### config.mk
export PLATFORM = sky130hd
export DESIGN_NAME = keypad_scanner
export DESIGN_NICKNAME = d
export VERILOG_FILES = /design/src/rtl/keypad_pkg.sv /design/src/rtl/keypad_debounce.sv /design/src/rtl/keypad_scanner.sv
export SDC_FILE = /design/constraint.sdc
export NUM_CORES = 1
export LEC_CHECK = 0
export ABC_CLOCK_PERIOD_IN_PS = 9000
export CAP_MARGIN = 0
export CORE_ASPECT_RATIO = 0.5
export CORE_MARGIN = 2
export CORE_UTILIZATION = 51
export DETAILED_ROUTE_END_ITERATION = 8
export PLACE_DENSITY_LB_ADDON = 0.05
export SYNTH_ARGS = -nofsm -noshare
export SYNTH_HDL_FRONTEND = slang
export SYNTH_HIERARCHICAL = 1
export SYNTH_SLANG_ARGS = --single-unit
### constraint.sdc
create_clock -name clk -period 9 [get_ports clk]
set_clock_uncertainty 0.1 [all_clocks]
set_input_delay 0.9 -clock clk [delete_from_list [all_inputs] [get_ports clk]]
set_output_delay 0.9 -clock clk [all_outputs]
set_load 0.03 [all_outputs]
### src/rtl/keypad_pkg.sv
// Shared types and constants for the 4x4 keypad scanner.
// Key map is indexed by {row, col}; a candidate is a hit flag plus the key code.
package keypad_pkg;

    typedef logic [1:0] col_phase_t;

    typedef struct packed {
        logic       hit;
        logic [3:0] code;
    } cand_t;

    // NONE keeps code at zero so whole-struct equality treats all misses alike.
    localparam cand_t CAND_NONE = '{hit: 1'b0, code: 4'h0};

    localparam logic [15:0][3:0] KEY_MAP = {
        4'hD, 4'hE, 4'hF, 4'h0,
        4'hC, 4'h9, 4'h8, 4'h7,
        4'hB, 4'h6, 4'h5, 4'h4,
        4'hA, 4'h3, 4'h2, 4'h1
    };

    function automatic cand_t make_cand(logic [1:0] r, col_phase_t c);
        cand_t res;
        res.hit  = 1'b1;
        res.code = KEY_MAP[{r, c}];
        return res;
    endfunction

endpackage

### src/rtl/keypad_debounce.sv
// Frame-level debounce and accept logic for the keypad scanner.
// Optional auto-repeat counter is built only when KEYPAD_REPEAT_EN is defined.
module keypad_debounce
    import keypad_pkg::*;
#(
    parameter int unsigned DEBOUNCE_SCANS = 4
`ifdef KEYPAD_REPEAT_EN
    ,
    parameter int unsigned REPEAT_DELAY   = 500,
    parameter int unsigned REPEAT_RATE    = 100
`endif
) (
    input  logic       clk,
    input  logic       rst,
    input  logic       frame_end,
    input  cand_t      cand,
    output logic [3:0] key,
    output logic       key_valid,
    output logic       key_strobe
);

    localparam int unsigned CW = $clog2(DEBOUNCE_SCANS + 1);
    localparam logic [CW-1:0] CNT_MAX = CW'(DEBOUNCE_SCANS);

    cand_t         prev_q;
    cand_t         acc_q;
    logic [CW-1:0] stable_q;
    logic [CW-1:0] stable_d;
    logic          accept;

    always_comb begin
        stable_d = CW'(1);
        if (cand == prev_q) begin
            stable_d = (stable_q == CNT_MAX) ? CNT_MAX : stable_q + 1'b1;
        end
        accept = (stable_d == CNT_MAX) && (cand != acc_q);
    end

`ifdef KEYPAD_REPEAT_EN
    localparam int unsigned RMAX = (REPEAT_DELAY > REPEAT_RATE) ? REPEAT_DELAY : REPEAT_RATE;
    localparam int unsigned RW   = $clog2(RMAX + 1);

    logic [RW-1:0] rep_q;
    logic          rep_armed_q;
`endif

    always_ff @(posedge clk or posedge rst) begin
        if (rst) begin
            prev_q      <= CAND_NONE;
            acc_q       <= CAND_NONE;
            stable_q    <= '0;
            key         <= 4'h0;
            key_valid   <= 1'b0;
            key_strobe  <= 1'b0;
`ifdef KEYPAD_REPEAT_EN
            rep_q       <= '0;
            rep_armed_q <= 1'b0;
`endif
        end else begin
            key_strobe <= 1'b0;
            if (frame_end) begin
                prev_q   <= cand;
                stable_q <= stable_d;
                if (accept) begin
                    acc_q <= cand;
                    if (cand.hit) begin
                        key        <= cand.code;
                        key_valid  <= 1'b1;
                        key_strobe <= 1'b1;
                    end else begin
                        key_valid  <= 1'b0;
                    end
                end
`ifdef KEYPAD_REPEAT_EN
                // First repeat after REPEAT_DELAY held frames, then every REPEAT_RATE.
                if (accept) begin
                    rep_q       <= '0;
                    rep_armed_q <= 1'b0;
                end else if (acc_q.hit && (cand == acc_q)) begin
                    if (!rep_armed_q && (rep_q == RW'(REPEAT_DELAY - 1))) begin
                        key_strobe  <= 1'b1;
                        rep_q       <= '0;
                        rep_armed_q <= 1'b1;
                    end else if (rep_armed_q && (rep_q == RW'(REPEAT_RATE - 1))) begin
                        key_strobe  <= 1'b1;
                        rep_q       <= '0;
                    end else begin
                        rep_q       <= rep_q + 1'b1;
                    end
                end
`endif
            end
        end
    end

endmodule

### src/rtl/keypad_scanner.sv
// Pmod KYPD 4x4 scan controller: column drive, row sync, per-frame priority encode.
// Define KEYPAD_REPEAT_EN to enable auto-repeat strobes in the debounce stage.
module keypad_scanner
    import keypad_pkg::*;
#(
    parameter int unsigned SCAN_TICKS     = 100000,
    parameter int unsigned DEBOUNCE_SCANS = 4,
    parameter int unsigned REPEAT_DELAY   = 500,
    parameter int unsigned REPEAT_RATE    = 100
) (
    input  logic       clk,
    input  logic       rst,
    output logic [3:0] col,
    input  logic [3:0] row,
    output logic [3:0] key,
    output logic       key_valid,
    output logic       key_strobe
);

    localparam int unsigned TW = $clog2(SCAN_TICKS);
    localparam logic [TW-1:0] TICK_LAST = TW'(SCAN_TICKS - 1);

    if (SCAN_TICKS < 8) begin : g_bad_scan
        $error("SCAN_TICKS must be at least 8");
    end
    if (DEBOUNCE_SCANS < 1) begin : g_bad_debounce
        $error("DEBOUNCE_SCANS must be at least 1");
    end
    if ((REPEAT_DELAY < 1) || (REPEAT_RATE < 1)) begin : g_bad_repeat
        $error("REPEAT_DELAY and REPEAT_RATE must be at least 1");
    end

    logic [3:0]    row_meta;
    logic [3:0]    row_sync;
    logic [TW-1:0] tick_q;
    col_phase_t    phase_q;
    cand_t         cand_q;
    logic          sample;
    logic          frame_end;
    logic [3:0]    rows_low;
    logic [1:0]    row_idx;
    cand_t         phase_cand;
    cand_t         frame_cand;

    always_ff @(posedge clk or posedge rst) begin
        if (rst) begin
            row_meta <= 4'hF;
            row_sync <= 4'hF;
        end else begin
            row_meta <= row;
            row_sync <= row_meta;
        end
    end

    always_comb begin
        sample    = (tick_q == TICK_LAST);
        frame_end = sample && (phase_q == 2'd3);
        rows_low  = ~row_sync;
        row_idx   = 2'd0;
        for (int i = 3; i >= 0; i--) begin
            if (rows_low[i]) begin
                row_idx = 2'(i);
            end
        end
        phase_cand = (|rows_low) ? make_cand(row_idx, phase_q) : CAND_NONE;
        // An earlier column's hit in this frame keeps priority.
        frame_cand = cand_q.hit ? cand_q : phase_cand;
        col        = ~(4'b0001 << phase_q);
    end

    always_ff @(posedge clk or posedge rst) begin
        if (rst) begin
            tick_q  <= '0;
            phase_q <= '0;
            cand_q  <= CAND_NONE;
        end else if (sample) begin
            tick_q  <= '0;
            phase_q <= phase_q + 2'd1;
            cand_q  <= frame_end ? CAND_NONE : frame_cand;
        end else begin
            tick_q  <= tick_q + 1'b1;
        end
    end

    keypad_debounce #(
        .DEBOUNCE_SCANS(DEBOUNCE_SCANS)
`ifdef KEYPAD_REPEAT_EN
        ,
        .REPEAT_DELAY  (REPEAT_DELAY),
        .REPEAT_RATE   (REPEAT_RATE)
`endif
    ) u_debounce (
        .clk       (clk),
        .rst       (rst),
        .frame_end (frame_end),
        .cand      (frame_cand),
        .key       (key),
        .key_valid (key_valid),
        .key_strobe(key_strobe)
    );

endmodule

==> results.sh <==
export IMPL_grt_pass1_wl_um=7410
export IMPL_routed_via_count=1619
export IMPL_syn2layout_area_growth_pct=11.1
export IMPL_synth_cell_types=50
export IMPL_p_seq_share_pct=61.2
export IMPL_grt_pass1_vias=1536
export IMPL_wire_per_inst_um=13.7
export IMPL_numCtsBuffers=5
export IMPL_fmax_ghz=0.280
export IMPL_root_buffer="clkbuf_8"
export IMPL_ant_nets=0
export IMPL_cp_end_kind="flop"
export IMPL_place_congestion=0.818
export IMPL_synth_seq_cells=50
export IMPL_slew_headroom_pct=43.2
export IMPL_worst_hold_slack_ps=258
export IMPL_fill_cells=418
export IMPL_post_cts_resized=0
export IMPL_finalSetupViolCount=0
export IMPL_synth_ff_type="dfrtp_1"
export IMPL_dp_cells=304
export IMPL_maxSlewViolCount=0
export IMPL_path_class="flop to flop"
export IMPL_die_area_mm2=0.00561
export IMPL_start_kind="flop"
export IMPL_post_route_min_period_ps=3570
export IMPL_die_height_um=54.0
export IMPL_floorplan_initialDensity_pct=52.3
export IMPL_seq_area_frac_synth_pct=49.5
export IMPL_io_pins=16
export IMPL_drive_gt1_share_pct=18.2
export IMPL_drt_wl_total_um=4280
export IMPL_cts_max_level=2
export IMPL_clk_pin_slew_ps=90
export IMPL_synth_top_cell_by_area="dfrtp_1"
export IMPL_synth_warnings=6
export IMPL_post_place_ws_ps=5470
export IMPL_fin_crit_sh_pct=39.7
export IMPL_grt_overflow=0
export IMPL_core_area_mm2=0.00486
export IMPL_routed_via_density=5.19
export IMPL_avgSynthCellArea_um2=11.4
export IMPL_async_flop_share_pct=100
export IMPL_synth_area_mm2=0.00255
export IMPL_crit_fanout=7
export IMPL_switching_share_pct=21.3
export IMPL_p_leak_nw=1.23
export IMPL_dp_hpwl_um=3060
export IMPL_instances_no_fill=312
export IMPL_track_usage_pct=17.1
export IMPL_cap_viol_max_count=0
export IMPL_crit_arrival_ps=3660
export IMPL_hold_path_class="flop to flop"
export IMPL_mappedNetlistNets=239
export IMPL_drcViolationCount=0
export IMPL_p_int_uw=295
export IMPL_antenna_found_initial=0
export IMPL_cts_setup_buffers=0
export IMPL_powerDensity_mw_per_mm2=132
export IMPL_die_w_um=104
export IMPL_cp_required_ps=9090
export IMPL_cts_tree="yes"
export IMPL_status="finished, final reports clean"
export IMPL_syn_inst=224
export IMPL_fin_nets=256
export IMPL_rows=18
export IMPL_clock_path_buffers=2
export IMPL_clk_latency_ps=300
export IMPL_multi_input_area_mm2=0.00117
export IMPL_yosys_area_top_type_share_pct=41.3
export IMPL_fin_tns_setup_ps=0
export IMPL_power_uw=375
export IMPL_cts_sinks=50
export IMPL_hold_buffers=0
export IMPL_dr_first_iter_drc_count=30
export IMPL_worst_pin_slew_ps=843
export IMPL_timing_final_ws_setup_ps=5430
export IMPL_max_vdd_ir_drop_v=0.0000626
export IMPL_drt_pass1_iter_count=5
export IMPL_clockPowerShare_pct=35.1
export IMPL_rsz0062_at_grt="no"
export IMPL_io_buffers=15
export IMPL_p_sw_uw=79.9
export IMPL_comb_power_share_pct=3.7
export IMPL_grt_max_degree=33
export IMPL_antennaDiodeCount=0
export IMPL_seqCellArea_mm2=0.00126
export IMPL_finalHoldViolations=0
export IMPL_synth_edff_count=0
export IMPL_synthTopCellsByArea="dfrtp_1 41%, dfstp_2 8.3%, xnor2_1 6.9%"
## routing by layer
layer	global-route usage, %	wire length [µm]
met1	21.7	2140
met2	29.6	1960
met3	4.00	126
met4	6.08	55
met5	0	0
## cell usage after synthesis, drive strengths merged, types with 2 or more instances
cell	count
nor4	5
or3	2
a21oi	6
dfrtp	42
nor2	17
ha	9
buf	6
nand4	8
nand2b	3
nor3	4
xor2	5
and4	2
mux2	15
and2	2
xnor2	20
o21ai	7
inv	13
nand3	7
nor4b	2
o31ai	3
nand2	20
dfstp	8
## through the flow
step,utilization (%),area [µm²]
after floorplan,-,2550
final,58.2,2830
after global routing,58.2,2830
after detailed placement,56.3,2740
after CTS,58.2,2830
after global placement,56.3,2740
## flip-flops by register name (all words and copies together), names as in the netlist
name,flops
u_debounce/prev_q,5
u_debounce/acc_q,4
tick_q,17
u_debounce/stable_q,3
u_debounce/key_valid,1
row_sync,4
phase_q,2
u_debounce/key,4
row_meta,4
cand_q,5
u_debounce/key_strobe,1
## critical path: stages, from the launching register on
cell and delay, ps:
dfrtp_1 490, inv_1 120, ha_1 350, o221a_2 270, o31ai_1 700, xnor2_1 210, nand4_2 190, nor3_4 330
and3_1 370, mux2_4 330
## power by group through the flow
stage	clock, mW	combinational, mW	sequential [mW]
floorplan	0	0.00893	0.233
global route	0.146	0.0159	0.230
global placement	0	0.0140	0.234
CTS	0.138	0.0143	0.229
finish	0.132	0.0138	0.229
detailed placement	0	0.0142	0.234
## final cells by class
cell class / count / area share, %
Sequential cell: 50 / 44.6
Multi-Input combinational cell: 154 / 41.5
Timing Repair Buffer: 17 / 5.84
Tap cell: 70 / 3.10
Clock buffer: 7 / 3.05
Inverter: 13 / 1.72
Clock inverter: 1 / 0.177
## layout by cell type (no fill, tap or decap), types with 2 or more instances in the layout
master / count
a21oi_1: 6
and4_1: 2
buf_4: 2
clkbuf_8: 6
clkdlybuf4s50_1: 15
dfrtp_1: 42
dfstp_2: 8
ha_1: 9
inv_1: 13
mux2_2: 11
mux2_4: 4
nand2_1: 20
nand2b_1: 3
nand3_1: 7
nand4_1: 7
nor2_1: 17
nor3_1: 3
nor4_1: 2
nor4_2: 2
o21ai_0: 5
o21ai_1: 2
o31ai_1: 3
or3_1: 2
xnor2_1: 20
xor2_1: 5
## cells by family after synthesis
| group | after synthesis | share of synthesized area [%] |
|---|---|---|
| compound gates | 25 | 6.59 |
| xor+xnor | 25 | 8.60 |
| fa+ha+maj | 9 | 4.42 |
| buf+inv | 20 | 4.32 |
| flops | 50 | 49.5 |
| mux | 15 | 7.22 |
| simple gates | 80 | 19.3 |
## final timing paths
check,startpoint,to,slack [ps],depth (start not counted)
setup reg to reg,phase_q[0]$_DFFE_PP0N_,u_debounce/key[0]$_DFFE_PP0P_,5430,9
hold / removal,row_meta[3]$_DFF_PP1_,row_sync[3]$_DFF_PP1_,260,0
min in group asynchronous,rst,cand_q[2]$_DFFE_PP0N_,910,3
setup / recovery,phase_q[0]$_DFFE_PP0N_,u_debounce/key[0]$_DFFE_PP0P_,5430,9
hold reg to reg,row_meta[3]$_DFF_PP1_,row_sync[3]$_DFF_PP1_,260,0
max in group asynchronous,rst,u_debounce/acc_q[2]$_DFFE_PP0P_,7450,2
(Power assumes the default switching activity.)
